==> config.mk <==
export PLATFORM = sky130hd
export DESIGN_NAME = keypad_lock
export DESIGN_NICKNAME = d
export VERILOG_FILES = /design/src/rtl/keylock_pkg.sv /design/src/rtl/keylock_timer.sv /design/src/rtl/keypad_lock.sv
export SDC_FILE = /design/constraint.sdc
export NUM_CORES = 1
export LEC_CHECK = 0
export BUFFER_PORTS_ARGS = -buffer_cell sky130_fd_sc_hd__buf_4
export CORE_ASPECT_RATIO = 0.75
export CORE_MARGIN = 5
export CORE_UTILIZATION = 35
export DETAILED_ROUTE_END_ITERATION = 12
export PLACE_DENSITY = 0.62
export SYNTH_ARGS = -nofsm -noshare
export SYNTH_HDL_FRONTEND = slang
export SYNTH_SLANG_ARGS = --single-unit
export TNS_END_PERCENT = 30
==> constraint.sdc <==
create_clock -name clk -period 8.4 [get_ports clk]
set_clock_uncertainty 0.05 [all_clocks]
set_input_delay 1.26 -clock clk [delete_from_list [all_inputs] [get_ports clk]]
set_output_delay 1.26 -clock clk [all_outputs]
set_load 0.02 [all_outputs]
==> src/rtl/keylock_pkg.sv <==
// keylock_pkg: state encoding and key constants shared by keypad_lock and its bench
package keylock_pkg;
    typedef enum logic [2:0] {
        SET     = 3'd0,
        LOCKED  = 3'd1,
        ENTRY   = 3'd2,
        OPEN    = 3'd3,
        LOCKOUT = 3'd4,
        ALARM   = 3'd5
    } state_t;
    localparam logic [4:0] KEY_W = 5'd16;
    localparam logic [4:0] KEY_X = 5'd17;
    localparam logic [4:0] KEY_Y = 5'd18;
endpackage

==> src/rtl/keylock_timer.sv <==
// keylock_timer: loadable down-counter shared by the LOCKOUT and OPEN states
//   clk, rst     : clock, asynchronous active-high reset
//   i_load       : load i_load_val (wins over i_clear)
//   i_clear      : force the count to 0
//   o_value      : current count; free-runs down to 0 and holds there
//   o_expire     : high while the count is 1 (last cycle of the interval)
module keylock_timer #(
    parameter int W = 10
) (
    input  logic         clk,
    input  logic         rst,
    input  logic         i_load,
    input  logic         i_clear,
    input  logic [W-1:0] i_load_val,
    output logic [W-1:0] o_value,
    output logic         o_expire
);
    logic [W-1:0] r_value;
    always_ff @(posedge clk or posedge rst) begin
        if (rst)
            r_value <= '0;
        else if (i_load)
            r_value <= i_load_val;
        else if (i_clear)
            r_value <= '0;
        else if (r_value != '0)
            r_value <= r_value - 1'b1;
    end
    assign o_value  = r_value;
    assign o_expire = (r_value == W'(1));
endmodule

==> src/rtl/keypad_lock.sv <==
// keypad_lock: parametrised keypad lock with retry budget, timed lockout and auto-relock
//   clk, rst       : system clock, asynchronous active-high reset
//   i_key_strobe   : level, high while a key is held; one acceptance per rising edge
//   i_key_code     : 0-15 digit, 16 W, 17 X, 18 Y, 19 unused
//   o_state        : current state_t
//   o_code         : stored code, first entered digit in the MS nibble
//   o_digit_idx    : digits accepted in the current SET/ENTRY
//   o_tries_left   : remaining attempts
//   o_timer        : remaining cycles in LOCKOUT/OPEN, else 0
//   o_unlocked, o_alarm, o_locked_out : registered state decodes
// Optional: KEYPAD_LOCK_CHANGE_EN lets Y in OPEN return to SET for a new code.
module keypad_lock
    import keylock_pkg::*;
#(
    parameter int CODE_LEN      = 8,
    parameter int MAX_TRIES     = 3,
    parameter int LOCKOUT_TICKS = 500,
    parameter int OPEN_TICKS    = 1000,
    localparam int CW  = 4 * CODE_LEN,
    localparam int IW  = $clog2(CODE_LEN + 1),
    localparam int TRW = $clog2(MAX_TRIES + 1),
    localparam int TW  = $clog2((LOCKOUT_TICKS > OPEN_TICKS ? LOCKOUT_TICKS : OPEN_TICKS) + 1)
) (
    input  logic           clk,
    input  logic           rst,
    input  logic           i_key_strobe,
    input  logic [4:0]     i_key_code,
    output logic [2:0]     o_state,
    output logic [CW-1:0]  o_code,
    output logic [IW-1:0]  o_digit_idx,
    output logic [TRW-1:0] o_tries_left,
    output logic [TW-1:0]  o_timer,
    output logic           o_unlocked,
    output logic           o_alarm,
    output logic           o_locked_out
);
    state_t         r_state, w_state;
    logic [CW-1:0]  r_code, w_code;
    logic [IW-1:0]  r_idx, w_idx;
    logic [TRW-1:0] r_tries, w_tries;
    logic           r_bad, w_bad;
    logic           r_strobe, r_unlocked, r_alarm, r_locked_out;
    logic           w_load, w_clear, w_expire;
    logic [TW-1:0]  w_load_val, w_timer;
    logic [3:0]     w_exp;
    logic           w_acc, w_digit, w_key_w, w_key_x, w_miss;

    assign w_acc   = i_key_strobe & ~r_strobe;
    assign w_digit = w_acc & ~i_key_code[4];
    assign w_key_w = w_acc && (i_key_code == KEY_W);
    assign w_key_x = w_acc && (i_key_code == KEY_X);
`ifdef KEYPAD_LOCK_CHANGE_EN
    logic w_key_y;
    assign w_key_y = w_acc && (i_key_code == KEY_Y);
`endif

    // Expected digit for the current entry position, MS digit first.
    always_comb begin
        w_exp = '0;
        for (int k = 0; k < CODE_LEN; k++)
            if (r_idx == IW'(k)) w_exp = r_code[4*(CODE_LEN-1-k) +: 4];
    end
    // Sticky mismatch including the digit being accepted now.
    assign w_miss = r_bad | (i_key_code[3:0] != w_exp);

    always_comb begin
        w_state    = r_state;
        w_code     = r_code;
        w_idx      = r_idx;
        w_tries    = r_tries;
        w_bad      = r_bad;
        w_load     = 1'b0;
        w_load_val = '0;
        w_clear    = 1'b0;
        case (r_state)
            SET: begin
                if (w_digit) begin
                    w_code = CW'({r_code, i_key_code[3:0]});
                    w_idx  = (r_idx == IW'(CODE_LEN)) ? r_idx : r_idx + 1'b1;
                end else if (w_key_w && r_idx == IW'(CODE_LEN)) begin
                    w_state = LOCKED;
                    w_idx   = '0;
                end else if (w_key_x) begin
                    w_code = '0;
                    w_idx  = '0;
                end
            end
            LOCKED: begin
                if (w_key_w) begin
                    w_state = ENTRY;
                    w_idx   = '0;
                    w_bad   = 1'b0;
                end
            end
            ENTRY: begin
                if (w_digit) begin
                    if (r_idx == IW'(CODE_LEN - 1)) begin
                        w_idx = '0;
                        w_bad = 1'b0;
                        if (!w_miss) begin
                            w_state    = OPEN;
                            w_tries    = TRW'(MAX_TRIES);
                            w_load     = 1'b1;
                            w_load_val = TW'(OPEN_TICKS);
                        end else begin
                            w_tries = r_tries - 1'b1;
                            if (r_tries == TRW'(1)) begin
                                w_state = ALARM;
                            end else begin
                                w_state    = LOCKOUT;
                                w_load     = 1'b1;
                                w_load_val = TW'(LOCKOUT_TICKS);
                            end
                        end
                    end else begin
                        w_idx = r_idx + 1'b1;
                        w_bad = w_miss;
                    end
                end else if (w_key_x) begin
                    w_state = LOCKED;
                    w_idx   = '0;
                end else if (w_key_w) begin
                    w_idx = '0;
                    w_bad = 1'b0;
                end
            end
            // The timer runs down to 0 by itself, so leaving on expiry needs no clear.
            LOCKOUT: begin
                if (w_expire) w_state = LOCKED;
            end
            OPEN: begin
                if (w_expire || w_key_w) begin
                    w_state = LOCKED;
                    w_clear = 1'b1;
                end
`ifdef KEYPAD_LOCK_CHANGE_EN
                else if (w_key_y) begin
                    w_state = SET;
                    w_code  = '0;
                    w_idx   = '0;
                    w_clear = 1'b1;
                end
`endif
            end
            default: ;
        endcase
    end

    always_ff @(posedge clk or posedge rst) begin
        if (rst) begin
            r_strobe     <= 1'b0;
            r_state      <= SET;
            r_code       <= '0;
            r_idx        <= '0;
            r_tries      <= TRW'(MAX_TRIES);
            r_bad        <= 1'b0;
            r_unlocked   <= 1'b0;
            r_alarm      <= 1'b0;
            r_locked_out <= 1'b0;
        end else begin
            r_strobe     <= i_key_strobe;
            r_state      <= w_state;
            r_code       <= w_code;
            r_idx        <= w_idx;
            r_tries      <= w_tries;
            r_bad        <= w_bad;
            r_unlocked   <= (w_state == OPEN);
            r_alarm      <= (w_state == ALARM);
            r_locked_out <= (w_state == LOCKOUT);
        end
    end

    keylock_timer #(.W(TW)) u_timer (
        .clk        (clk),
        .rst        (rst),
        .i_load     (w_load),
        .i_clear    (w_clear),
        .i_load_val (w_load_val),
        .o_value    (w_timer),
        .o_expire   (w_expire)
    );

    assign o_state      = r_state;
    assign o_code       = r_code;
    assign o_digit_idx  = r_idx;
    assign o_tries_left = r_tries;
    assign o_timer      = w_timer;
    assign o_unlocked   = r_unlocked;
    assign o_alarm      = r_alarm;
    assign o_locked_out = r_locked_out;
endmodule

* Yosys cells after proc, flatten, opt, wreduce, memory -nomap -nowiden *
Index checks and enable logic that the tools add are counted.

operators by class
  div/mod/pow operators = 0
  multipliers = 0
  add/subtract/negate cells = 3
  order comparisons = 0
  reduce and logical (&&, ||, !) cells = 15
  bitwise logic cells = 5
  equality and inequality tests = 24
  multiplexer cells = 52
  shifts and indexed selects = 0

operators with widths
  cell                     count
  $mux W32                 3
  $mux W10                 7
  $mux W4                  16
  $mux W3                  9
  $eq A4 B3 Y1 const B     4
  $pmux W3 S5              1
  $mux W1                  12
  $pmux W4 S3              1
  $eq A10 B1 Y1 const B    1
  $eq A5 B5 Y1 const B     2
  $reduce_bool A10 Y1      1
  $sub A10 B1 Y10 const B  1
  $eq A3 B2 Y1 const B     3
  $eq A3 B3 Y1 const B     3
  $mux W9                  1
  $reduce_and A3 Y1        3
  $eq A4 B2 Y1 const B     2
  $ne A3 B3 Y1 const B     2
  $reduce_bool A3 Y1       2
  $add A4 B1 Y4 const B    1
  $eq A4 B1 Y1 const B     1
  $eq A4 B4 Y1 const B     1
  $logic_not A4 Y1         1
  $ne A4 B4 Y1             1
  15 further kinds         20

storage, ports and cells
  RAM bits = 0
  flip-flop bits (word level) = 56
  bits of input ports = 8
  latch bits = 0
  memories kept = 0
  logic and storage cells = 109
  ROM bits = 0

* Longest topological paths before layout *
Gate-level depths: netlist (run 1).

  word-level depth = 16
  gate-level depth with buffers = 10
  depth with buffers taken out = 9

* By module *
A second synthesis (run 1) with hierarchy kept.

second synthesis, totals
  cells, all modules = 339
  area total of the unflattened synthesis = 3,265.6 um^2

modules (own cells, without submodules)
  module         times used  cells an instance  area an instance (um^2)
  keypad_lock    1           268                2,612.5
  keylock_timer  1           71                 653.1

* Worst setup path before layout (run 1) *
OpenSTA, ideal clock, no wires.

  path type = in2reg
  from = input i_key_code[1]
  to = register r_code[6] (netlist: o_code[6])
  path slack = 5,024 ps
  setup time = 121 ps
  arrival time = 3,205 ps
  stages on the path = 7
  path through = or4b_2 nor2_1 a21oi_1 or4_1 clkbuf_1 clkbuf_1 a22o_1

between the ends
  cells in the longest elaborated chain, start to end = 5

ends and longest elaborated chain
  what                                    line                source
  from (decl)                             keypad_lock.sv:27   input logic [4:0] i_key_code,
  $eq A5 B5 Y1                            keypad_lock.sv:50   assign w_key_w = w_acc && (i_key_code == KEY_W);
  $logic_and A1 B1 Y1                     keypad_lock.sv:50
  $logic_and A1 B1 Y1                     keypad_lock.sv:80   end else if (w_key_w && r_idx == IW'(CODE_LEN)) begin
  $ne A2 B2 Y1 (no source line)           -
  $reduce_and A3 Y1 (no source line) (*)  -
  to (signal assigned)                    keypad_lock.sv:163  r_code <= w_code;
  to (decl)                               keypad_lock.sv:38   logic [CW-1:0] r_code, w_code;

Every way passes the cells marked *; elsewhere a longest branch is shown, timed or not.
A chain may end at the register's enable or synchronous reset.

* Final worst setup path (run 1) *
  from = input i_key_code[1]
  to = register r_code[30] (netlist: o_code[30])

Same word-level chain as after synthesis.

==> results of run 1 <==
-- worst max-delay path, stage by stage --
cell and delay [ns]:
buf_4 0.12, or4b_2 0.71, nor2_1 0.22, a21oi_1 0.14, or4_1 0.91, a22o_1 0.42
-- layer usage --
metal,vias to the layer above,routed length (um)
li1,1269,-
met1,1309,4129
met2,67,3495
met3,2,392
met4,0,54
met5,-,0
-- registers in the layout, indices dropped and copies added, names as in the netlist --
| signal | flops |
|---|---|
| o_tries_left | 2 |
| r_bad | 1 |
| o_digit_idx | 4 |
| o_state | 3 |
| o_locked_out | 1 |
| u_timer.o_value | 10 |
| r_strobe | 1 |
| o_alarm | 1 |
| o_unlocked | 1 |
| o_code | 32 |
-- final cells by class --
cell class	instances	area, um2	area share
Clock buffer	6	128.9	0.03458
Clock inverter	2	17.52	0.004700
Inverter	14	52.55	0.01410
Multi-Input combinational cell	221	1509	0.4048
Sequential cell	56	1404	0.3766
Tap cell	108	135.1	0.03625
Timing Repair Buffer	64	480.5	0.1289
-- stage by stage --
step                instance area [um2]  hold slack, ns  total power [mW]
global route                       3727          0.5036            0.6824
finish                             3727          0.4769            0.6487
detailed placement                 3581          0.4642            0.4424
global placement                   3581          0.4621            0.4388
CTS                                3727          0.4816            0.6538
floorplan                          3035          0.4190            0.3924
-- final timing paths --
kind,from,endpoint,slack (ns),cells after the start
setup / recovery,i_key_code[1],o_code[30]$_DFFE_PP0P_,4.75,6
hold / removal,o_tries_left[1]$_DFFE_PP1P_,o_tries_left[1]$_DFFE_PP1P_,0.48,2
setup reg to reg,o_digit_idx[1]$_DFFE_PP0P_,o_unlocked$_DFF_PP0_,4.94,8
hold reg to reg,o_tries_left[1]$_DFFE_PP1P_,o_tries_left[1]$_DFFE_PP1P_,0.48,2
max in group asynchronous,rst,u_timer.o_value[3]$_DFFE_PP0P_,6.68,3
min in group asynchronous,rst,u_timer.o_value[9]$_DFFE_PP0P_,1.11,3
-- layout by cell type, fill, tap and decap left out, types with 2 or more instances in the layout --
master,n
a211oi_1,5
nand3b_1,2
dfrtp_1,54
ha_1,7
o21a_1,2
o211ai_1,3
nand2b_1,7
dfstp_2,2
nor4_1,2
a21oi_1,17
o21ai_0,15
xor2_1,3
a31oi_1,3
nor3_1,9
inv_6,2
nor3b_1,2
clkbuf_16,5
o31ai_1,4
nand2_1,23
or4_1,2
nand3_1,3
a311o_1,2
nor2b_1,3
and2_1,2
a22oi_1,2
buf_4,64
or2_2,2
o22ai_1,6
xnor2_1,8
a22o_1,35
nor2_1,23
inv_1,13
nor4b_1,2
-- cells by family after synthesis --
family          synth area share
compound gates            0.2708
mux                     0.007007
simple gates              0.1566
xor+xnor                 0.03174
buf+inv                  0.04245
flops                     0.4625
fa+ha+maj                0.02885
-- power groups by stage --
stage                     Clock, mW  Sequential, mW  Combinational, mW
after floorplan                   0           0.333             0.0591
after global placement            0           0.315              0.124
after detailed placement          0           0.316              0.126
after CTS                     0.216           0.311              0.126
after global routing          0.227           0.315              0.140
final                         0.212           0.312              0.125
==> impl_metrics.py, run 1 <==
metrics = {
    "run_status": {
        "run_status": "finished clean",
    },
    "yosys": {
        "synth_edf_count": 0,
        "synth_flop_cell": "dfrtp_1",
        "synth.yosys.seq_area_share": 0.4625,
        "post_synth_num_cell_types": 59,
        "yosys_register_bits": 56,
        "async_reset_ff_frac": 1.000,
        "yosys.area.top_type_share": 0.4452,
        "post-synth-top-area-cell": "dfrtp_1",
        "post-synth-top-count-cell": "dfrtp_1",
        "leading_cell_types_by_count_after_synthesis": "54 x dfrtp_1, 35 x a22o_1, 23 x nand2_1, 23 x nor2_1, 17 x a21oi_1",
        "synthesis.nets": 324,
        "synth_area_um2": 3035,
        "cell_types_with_the_largest_area_share_after_synthesis": "dfrtp_1 45%, a22o_1 10%, ha_1 2.9%, nand2_1 2.8%, nor2_1 2.8%",
        "synthesis.instances": 309,
        "synth_warnings": 0,
        "syn_area_per_cell_um2": 9.823,
    },
    "sta": {
        "relSlewSlack": 0.2678,
        "fmaxAchievable_ghz": 0.2737,
        "worst-slew-pin-transition_ns": 1.098,
        "post_route_setup_slack_ns": 4.746,
        "finalCriticalPeriod_ns": 3.654,
        "timing.final.crit_share": 0.4350,
        "final.setup.tns_ns": 0,
        "setup-violations-final": 0,
        "final-max-slew-violation-count": 0,
        "unrepaired_setup_endpoints_after_global_routing": "false",
        "hold_violations": 0,
    },
    "clock_network": {
        "post-cts-setup-buffers": 0,
        "cts_tree": "yes",
        "clock_insertion_delay_worst_skew_ns": 0.30,
        "clock_tree.buffer_depth": 2,
        "cts-resized-gates": 0,
        "root_buffer": "clkbuf_16",
        "numClockSinks": 56,
        "clk_pin_slew_ns": 0.08,
        "cts.htree.levels": 2,
        "hold_buffers": 0,
        "cts_made_buffers": 5,
    },
    "worst_setup_path": {
        "critPathKind": "primary input to flip-flop",
        "cp_max_fo": 32,
        "timing.critical_path.required_ns": 8.53,
        "crit_path_start_kind": "primary input",
        "timing.critical_path.to_type": "flip-flop",
        "worst_endpoint_data_arrival_time_ns": 3.79,
    },
    "finish": {
        "final_net_count": 377,
        "diodes": 0,
        "final_util": 0.4409,
        "area_growth_from_synthesis_to_layout_pct": 22.79,
        "fill_cells": 836,
        "layout-drive-gt1-share": 0.2314,
        "finalNonFillerCells": 471,
    },
    "placement": {
        "port_buffers": 61,
        "detailed_place_hpwl_um": 5829,
        "place_inst": 463,
        "place_congestion": 0.8809,
        "pre_cts_setup_slack_ns": 4.407,
    },
    "die": {
        "rows": 29,
        "floorplan.initialDensity": 0.3590,
        "io_pins": 62,
        "die_w_um": 117.5,
        "die_height_um": 90.65,
        "core-area_um2": 8454,
        "die_area_um2": 10650,
    },
    "global_routing": {
        "grt_use_total": 0.1536,
        "grt_use_met1": 0.2358,
        "gr-usage-met2": 0.2222,
        "grt_pass1_wl_um": 13790,
        "met3_usage_grt": 0.02818,
        "number_of_antenna_violations_at_the_first_check_in_global_routing": 0,
        "grt_pass1_vias": 2622,
        "grt_remaining_overflow": 0,
        "largest_net_degree_at_the_start_of_global_routing": 57,
        "grt_busiest_layer": "met1",
    },
    "pwr": {
        "power_report.internal_total_uw": 457.3,
        "power.switching_uw": 191.4,
        "sequential_power_share": 0.480,
        "net_sw_frac": 0.2950,
        "cellPowerDensity_nw_per_um2": 174.0,
        "pwr-share-clk": 0.327,
        "max_rail_drop_vdd_mv": 0.07627,
        "combinational_power_share": 0.192,
        "power_leakage_nw": 1.611,
    },
    "route": {
        "drt_iter0_drc": 193,
        "totalWireLength_um": 8071,
        "wire_per_inst_um": 17.14,
        "drc_errors": 0,
        "dr.pass1.iters": 4,
        "drt-vias-per-instance": 5.620,
        "detailroute.via_count": 2647,
        "antenna_violating_nets_post_route": 0,
    },
    "run": {
        "maxCapViolCount": 0,
    },
    "min_path": {
        "min-delay-path-class": "flip-flop to flip-flop",
    },
}
Power figures use the tool's default switching activity.
==> inputs of run 2 (changes only) <==
clock period = 3.7 ns   (was 8.4 ns; I/O delays follow)
==> run 2 against run 1 <==
Compared with the run above: final area grew 0.50%; die area is the same; clock power grew 130%; hold slack lost 0.22 ns; routed wire length grew 2.8%; sequential share of layout area shrank 0.19 points; power grew 130%; critical path depth grew 2; first-iteration DRC count shrank 1.6%; utilization grew 0.22 points; count of clock-buffer cells in the layout grew 1; critical endpoint is now o_unlocked$_DFF_PP0_; largest power group unchanged.
==> impl_metrics.py, run 2 (same netlist as run 1, synthesis figures left out) <==
metrics = {
    "run_status": {
        "run_status": "finished clean",
    },
    "global_routing": {
        "grt_remaining_overflow": 0,
        "grt_pass1_vias": 2565,
        "largest_net_degree_at_the_start_of_global_routing": 35,
        "number_of_antenna_violations_at_the_first_check_in_global_routing": 0,
        "gr-usage-met2": 0.2114,
        "grt_busiest_layer": "met1",
        "grt_use_total": 0.1544,
        "grt_pass1_wl_um": 13940,
        "grt_use_met1": 0.2476,
        "met3_usage_grt": 0.02818,
    },
    "placement": {
        "detailed_place_hpwl_um": 6084,
        "port_buffers": 61,
        "place_congestion": 0.8440,
        "pre_cts_setup_slack_ns": 0.4357,
        "placed_cell_area_um2": 3596,
    },
    "pwr": {
        "power_leakage_nw": 1.619,
        "power.total_mw": 1.475,
        "cellPowerDensity_nw_per_um2": 393.6,
        "power_report.internal_total_mw": 1.052,
        "combinational_power_share": 0.191,
        "pwr-share-clk": 0.330,
        "sequential_power_share": 0.479,
        "net_sw_frac": 0.2869,
        "max_rail_drop_vdd_mv": 0.1681,
        "power.switching_uw": 423.0,
    },
    "finish": {
        "final_design_area_no_fill_um2": 3746,
        "final_common_cell": "buf_4",
        "area_growth_from_synthesis_to_layout_pct": 23.41,
        "layout-drive-gt1-share": 0.2356,
        "fill_cells": 799,
        "flip_flop_count_of_the_largest_register_after_layout": 32,
        "final_net_count": 379,
        "diodes": 0,
        "layout_common_cells": "66 x buf_4, 54 x dfrtp_1, 35 x a22o_1",
        "final_util": 0.4431,
    },
    "route": {
        "drc_errors": 0,
        "antenna_violating_nets_post_route": 0,
        "drt_iter0_drc": 190,
        "drt-vias-per-instance": 5.499,
        "dr.pass1.iters": 4,
        "totalWireLength_um": 8300,
        "wire_per_inst_um": 17.55,
        "detailroute.via_count": 2601,
    },
    "clock_network": {
        "cts_made_buffers": 5,
        "root_buffer": "clkbuf_16",
        "hold_buffers": 0,
        "cts-resized-gates": 0,
        "clock_tree.buffer_depth": 2,
        "clk_pin_slew_ns": 0.07,
        "clock_insertion_delay_worst_skew_ns": 0.29,
        "post-cts-setup-buffers": 0,
        "cts.htree.levels": 2,
        "numClockSinks": 56,
        "cts_tree": "yes",
    },
    "min_path": {
        "min-delay-path-class": "primary input to asynchronous set/reset pin",
    },
    "run": {
        "maxCapViolCount": 0,
    },
    "die": {
        "io_pins": 62,
        "floorplan.initialDensity": 0.3590,
        "core-area_um2": 8454,
        "rows": 29,
        "die_height_um": 90.65,
        "die_area_um2": 10650,
        "die_w_um": 117.5,
    },
    "sta": {
        "hold_violations": 0,
        "setup-violations-final": 0,
        "relSlewSlack": 0.5964,
        "finalCriticalPeriod_ns": 3.283,
        "final-max-slew-violation-count": 0,
        "timing.final.crit_share": 0.8874,
        "post_route_setup_slack_ns": 0.4168,
        "final.setup.tns_ns": 0,
        "fmaxAchievable_ghz": 0.3046,
        "unrepaired_setup_endpoints_after_global_routing": "false",
        "worst-slew-pin-transition_ns": 0.6011,
    },
    "worst_setup_path": {
        "worst_endpoint_data_arrival_time_ns": 3.43,
        "crit_chain": "ha_1 -> nor2_1 -> a311o_1 -> o221a_1 -> or3_1 -> nor4_4 -> a2111oi_2 -> nor4b_2",
        "critical_path.top_delay_family": "simple AND/OR/NAND/NOR gates",
        "timing.critical_path.required_ns": 3.85,
        "crit_buf_inv": 0,
        "critical-path-max-stage-delay_ns": 0.53,
        "timing.critical_path.to_type": "flip-flop",
        "crit_path_start_kind": "flip-flop",
        "critPathKind": "flip-flop to flip-flop",
        "cp_max_fo": 15,
        "critical-path-slowest-cell": "ha_1",
    },
}
[run 2: changes by cell type in the layout (fill, tap and decap cells not counted)]
cell and delta:
inv_6 -2, clkbuf_8 +1, buf_4 +2, clkinvlp_4 +1
[run 2: worst paths after layout]
kind                       slack, ns                       start                     endpoint  depth (start not counted)
max                             0.42  o_digit_idx[1]$_DFFE_PP0P_         o_unlocked$_DFF_PP0_                          8
min                             0.26                         rst   o_digit_idx[3]$_DFFE_PP0P_                          2
max reg2reg                     0.42  o_digit_idx[1]$_DFFE_PP0P_         o_unlocked$_DFF_PP0_                          8
min reg2reg                     0.46           r_bad$_DFFE_PP0P_            r_bad$_DFFE_PP0P_                          2
max in group asynchronous       2.48                         rst  o_tries_left[0]$_DFFE_PP1P_                          3
min in group clk                0.33                i_key_strobe           r_strobe$_DFF_PP0_                          1
[run 2: cell type report]
class	count	area, um2	area share
well taps	108	135.1	0.03607
flip-flops and latches	56	1404	0.3748
clock inverters	1	7.507	0.002004
inverters	14	52.55	0.01403
multi-input cells	221	1509	0.4028
repair buffers	66	495.5	0.1323
clock buffers	7	142.6	0.03808
[run 2: power groups by stage]
stage	registers [mW]	logic (mW)	clock network, mW
floorplan	0.757	0.134	0
global placement	0.716	0.282	0
detailed placement	0.717	0.286	0
CTS	0.705	0.286	0.497
global route	0.714	0.312	0.527
finish	0.706	0.282	0.486
[run 2: through the flow]
stage / cells / hold slack (ns)
after CTS: 473 / 0.2811
after global placement: 465 / 0.4488
after global routing: 473 / 0.3098
final: 473 / 0.2593
after floorplan: 309 / 0.4190
after detailed placement: 465 / 0.4451
[run 2: metal layers]
layer	up-vias	wire length [um]
met5	-	0
met4	0	73
met3	4	466
met2	70	3517
met1	1257	4244
li1	1270	-
==> inputs of run 3 (changes only) <==
BUFFER_PORTS_ARGS = default   (was -buffer_cell sky130_fd_sc_hd__buf_4)
DONT_BUFFER_PORTS = 1   (was default)
PLACE_DENSITY = 0.56   (was 0.62)
==> run 3 against run 2 <==
Compared with the run above: sequential power rose by 7.9%; sequential cell count did not move; power fell by 5.6%; critical endpoint unchanged; clock power fell by 3%.
==> impl_metrics.py, run 3 (same netlist as run 1, synthesis figures left out) <==
metrics = {
    "run_status": {
        "run_status": "finished clean",
    },
    "route": {
        "dr.pass1.iters": 4,
        "drt-vias-per-instance": 5.824,
        "wire_per_inst_um": 19.78,
        "drt_iter0_drc": 186,
        "antenna_violating_nets_post_route": 0,
        "totalWireLength_um": 8187,
        "detailroute.via_count": 2411,
        "drc_errors": 0,
    },
    "clock_network": {
        "cts_tree": "yes",
        "clock_insertion_delay_worst_skew_ns": 0.29,
        "numClockSinks": 56,
        "cts.htree.levels": 2,
        "hold_buffers": 0,
        "clock_tree.buffer_depth": 2,
        "root_buffer": "clkbuf_16",
        "clk_pin_slew_ns": 0.07,
        "post-cts-setup-buffers": 0,
        "cts_made_buffers": 5,
        "cts-resized-gates": 0,
    },
    "global_routing": {
        "grt_remaining_overflow": 0,
        "largest_net_degree_at_the_start_of_global_routing": 38,
        "grt_pass1_wl_um": 13360,
        "grt_pass1_vias": 2358,
        "number_of_antenna_violations_at_the_first_check_in_global_routing": 0,
        "grt_use_total": 0.1510,
    },
    "die": {
        "die_area_um2": 10650,
        "io_pins": 62,
        "rows": 29,
        "floorplan.initialDensity": 0.3590,
        "die_height_um": 90.65,
        "die_w_um": 117.5,
        "core-area_um2": 8454,
    },
    "sta": {
        "worst-slew-pin-transition_ns": 0.6137,
        "worst_hold_slack_ns": 0.09539,
        "final.setup.tns_ns": 0,
        "timing.final.crit_share": 0.9037,
        "unrepaired_setup_endpoints_after_global_routing": "false",
        "relSlewSlack": 0.5909,
        "fmaxAchievable_ghz": 0.2991,
        "setup-violations-final": 0,
        "hold_violations": 0,
        "final-max-slew-violation-count": 0,
        "finalCriticalPeriod_ns": 3.344,
    },
    "worst_setup_path": {
        "timing.critical_path.required_ns": 3.84,
        "critical-path-max-stage-delay_ns": 0.57,
        "critPathKind": "flip-flop to flip-flop",
        "critical-path-slowest-cell": "dfrtp_1",
        "crit_chain": "inv_1 -> ha_1 -> or3b_1 -> a21oi_1 -> nor3_1 -> or3_1 -> nor4_4 -> a2111oi_2 -> nor4b_2",
        "critical_path.reg2reg.endpoint": "o_unlocked$_DFF_PP0_",
        "timing.critical_path.to_type": "flip-flop",
        "regToRegSetupSlack_ns": 0.36,
        "crit_path_start_kind": "flip-flop",
        "length_in_cells_of_the_worst_reg_to_reg_path": 9,
        "rr_startpoint": "o_digit_idx[0]$_DFFE_PP0P_",
        "cp_max_fo": 13,
        "worst_endpoint_data_arrival_time_ns": 3.49,
    },
    "placement": {
        "place_congestion": 0.8313,
        "port_buffers": 0,
        "place_inst": 406,
        "detailed_place_hpwl_um": 6088,
    },
    "finish": {
        "diodes": 0,
        "layout_common_cells": "54 x dfrtp_1, 35 x a22o_1, 23 x nor2_1, 23 x nand2_1, 17 x a21oi_1",
        "final_util": 0.3898,
        "flip_flop_count_of_the_largest_register_after_layout": 32,
        "area_growth_from_synthesis_to_layout_pct": 8.574,
        "layout-drive-gt1-share": 0.08824,
        "final_common_cell": "dfrtp_1",
        "final_net_count": 320,
        "finalNonFillerCells": 414,
    },
    "min_path": {
        "min-delay-path-class": "primary input to asynchronous set/reset pin",
    },
    "run": {
        "maxCapViolCount": 0,
    },
    "pwr": {
        "cellPowerDensity_nw_per_um2": 422.3,
        "max_rail_drop_vdd_mv": 0.2138,
        "power_leakage_nw": 1.315,
    },
}
run 3: layout make-up:
| type | count | area [um2] |
|---|---|---|
| flip-flops and latches | 56 | 1404 |
| fillers | 835 | 5159 |
| well taps | 108 | 135.1 |
| clock buffers | 6 | 128.9 |
| inverters | 14 | 52.55 |
| multi-input cells | 221 | 1509 |
| repair buffers | 7 | 52.55 |
| clock inverters | 2 | 13.76 |
run 3: worst max-delay path by stage:
stage / startpoint / slack (ns) / end / cells after the start
2_1_floorplan: o_digit_idx[0]$_DFFE_PP0P_ / 0.81 / o_unlocked$_DFF_PP0_ / 10
3_3_place_gp: o_digit_idx[0]$_DFFE_PP0P_ / 0.49 / o_unlocked$_DFF_PP0_ / 9
3_5_place_dp: o_digit_idx[0]$_DFFE_PP0P_ / 0.40 / o_unlocked$_DFF_PP0_ / 9
4_1_cts: o_digit_idx[0]$_DFFE_PP0P_ / 0.37 / o_unlocked$_DFF_PP0_ / 9
5_1_grt: o_digit_idx[0]$_DFFE_PP0P_ / 0.13 / o_unlocked$_DFF_PP0_ / 9
6_report: o_digit_idx[0]$_DFFE_PP0P_ / 0.36 / o_unlocked$_DFF_PP0_ / 9
run 3: report_power, final:
| part | internal, mW | leakage, nW | switching [mW] |
|---|---|---|---|
| logic | 0.0731 | 0.513 | 0.0858 |
| registers | 0.653 | 0.731 | 0.109 |
| clock network | 0.253 | 0.0712 | 0.217 |
| total | 0.980 | 1.32 | 0.412 |
run 3: critical path: cells and delay by family, from the launching register on:
family,cells,cell delay [ns]
buffers and inverters,1,0.14
adder cells (fa/ha/maj),1,0.37
flip-flops,1,0.57
AND/OR/NAND/NOR,5,1.71
AO/OA/AOI/OAI,2,0.41
run 3: through the flow:
stage	setup slack, ns	power (mW)	area, um2
3_5_place_dp	0.3993	0.9349	3153
4_1_cts	0.3699	1.408	3296
5_1_grt	0.1342	1.453	3296
2_1_floorplan	0.8125	0.8909	3035
3_3_place_gp	0.4908	0.9313	3153
6_report	0.3563	1.392	3296
run 3: routing by layer:
layer,wire length [um],GRT usage,part of all wire
met3,654,0.05385,0.080
met4,41,0.02961,0.0050
met5,0,0,0
met1,3998,0.2258,0.49
met2,3492,0.2086,0.43
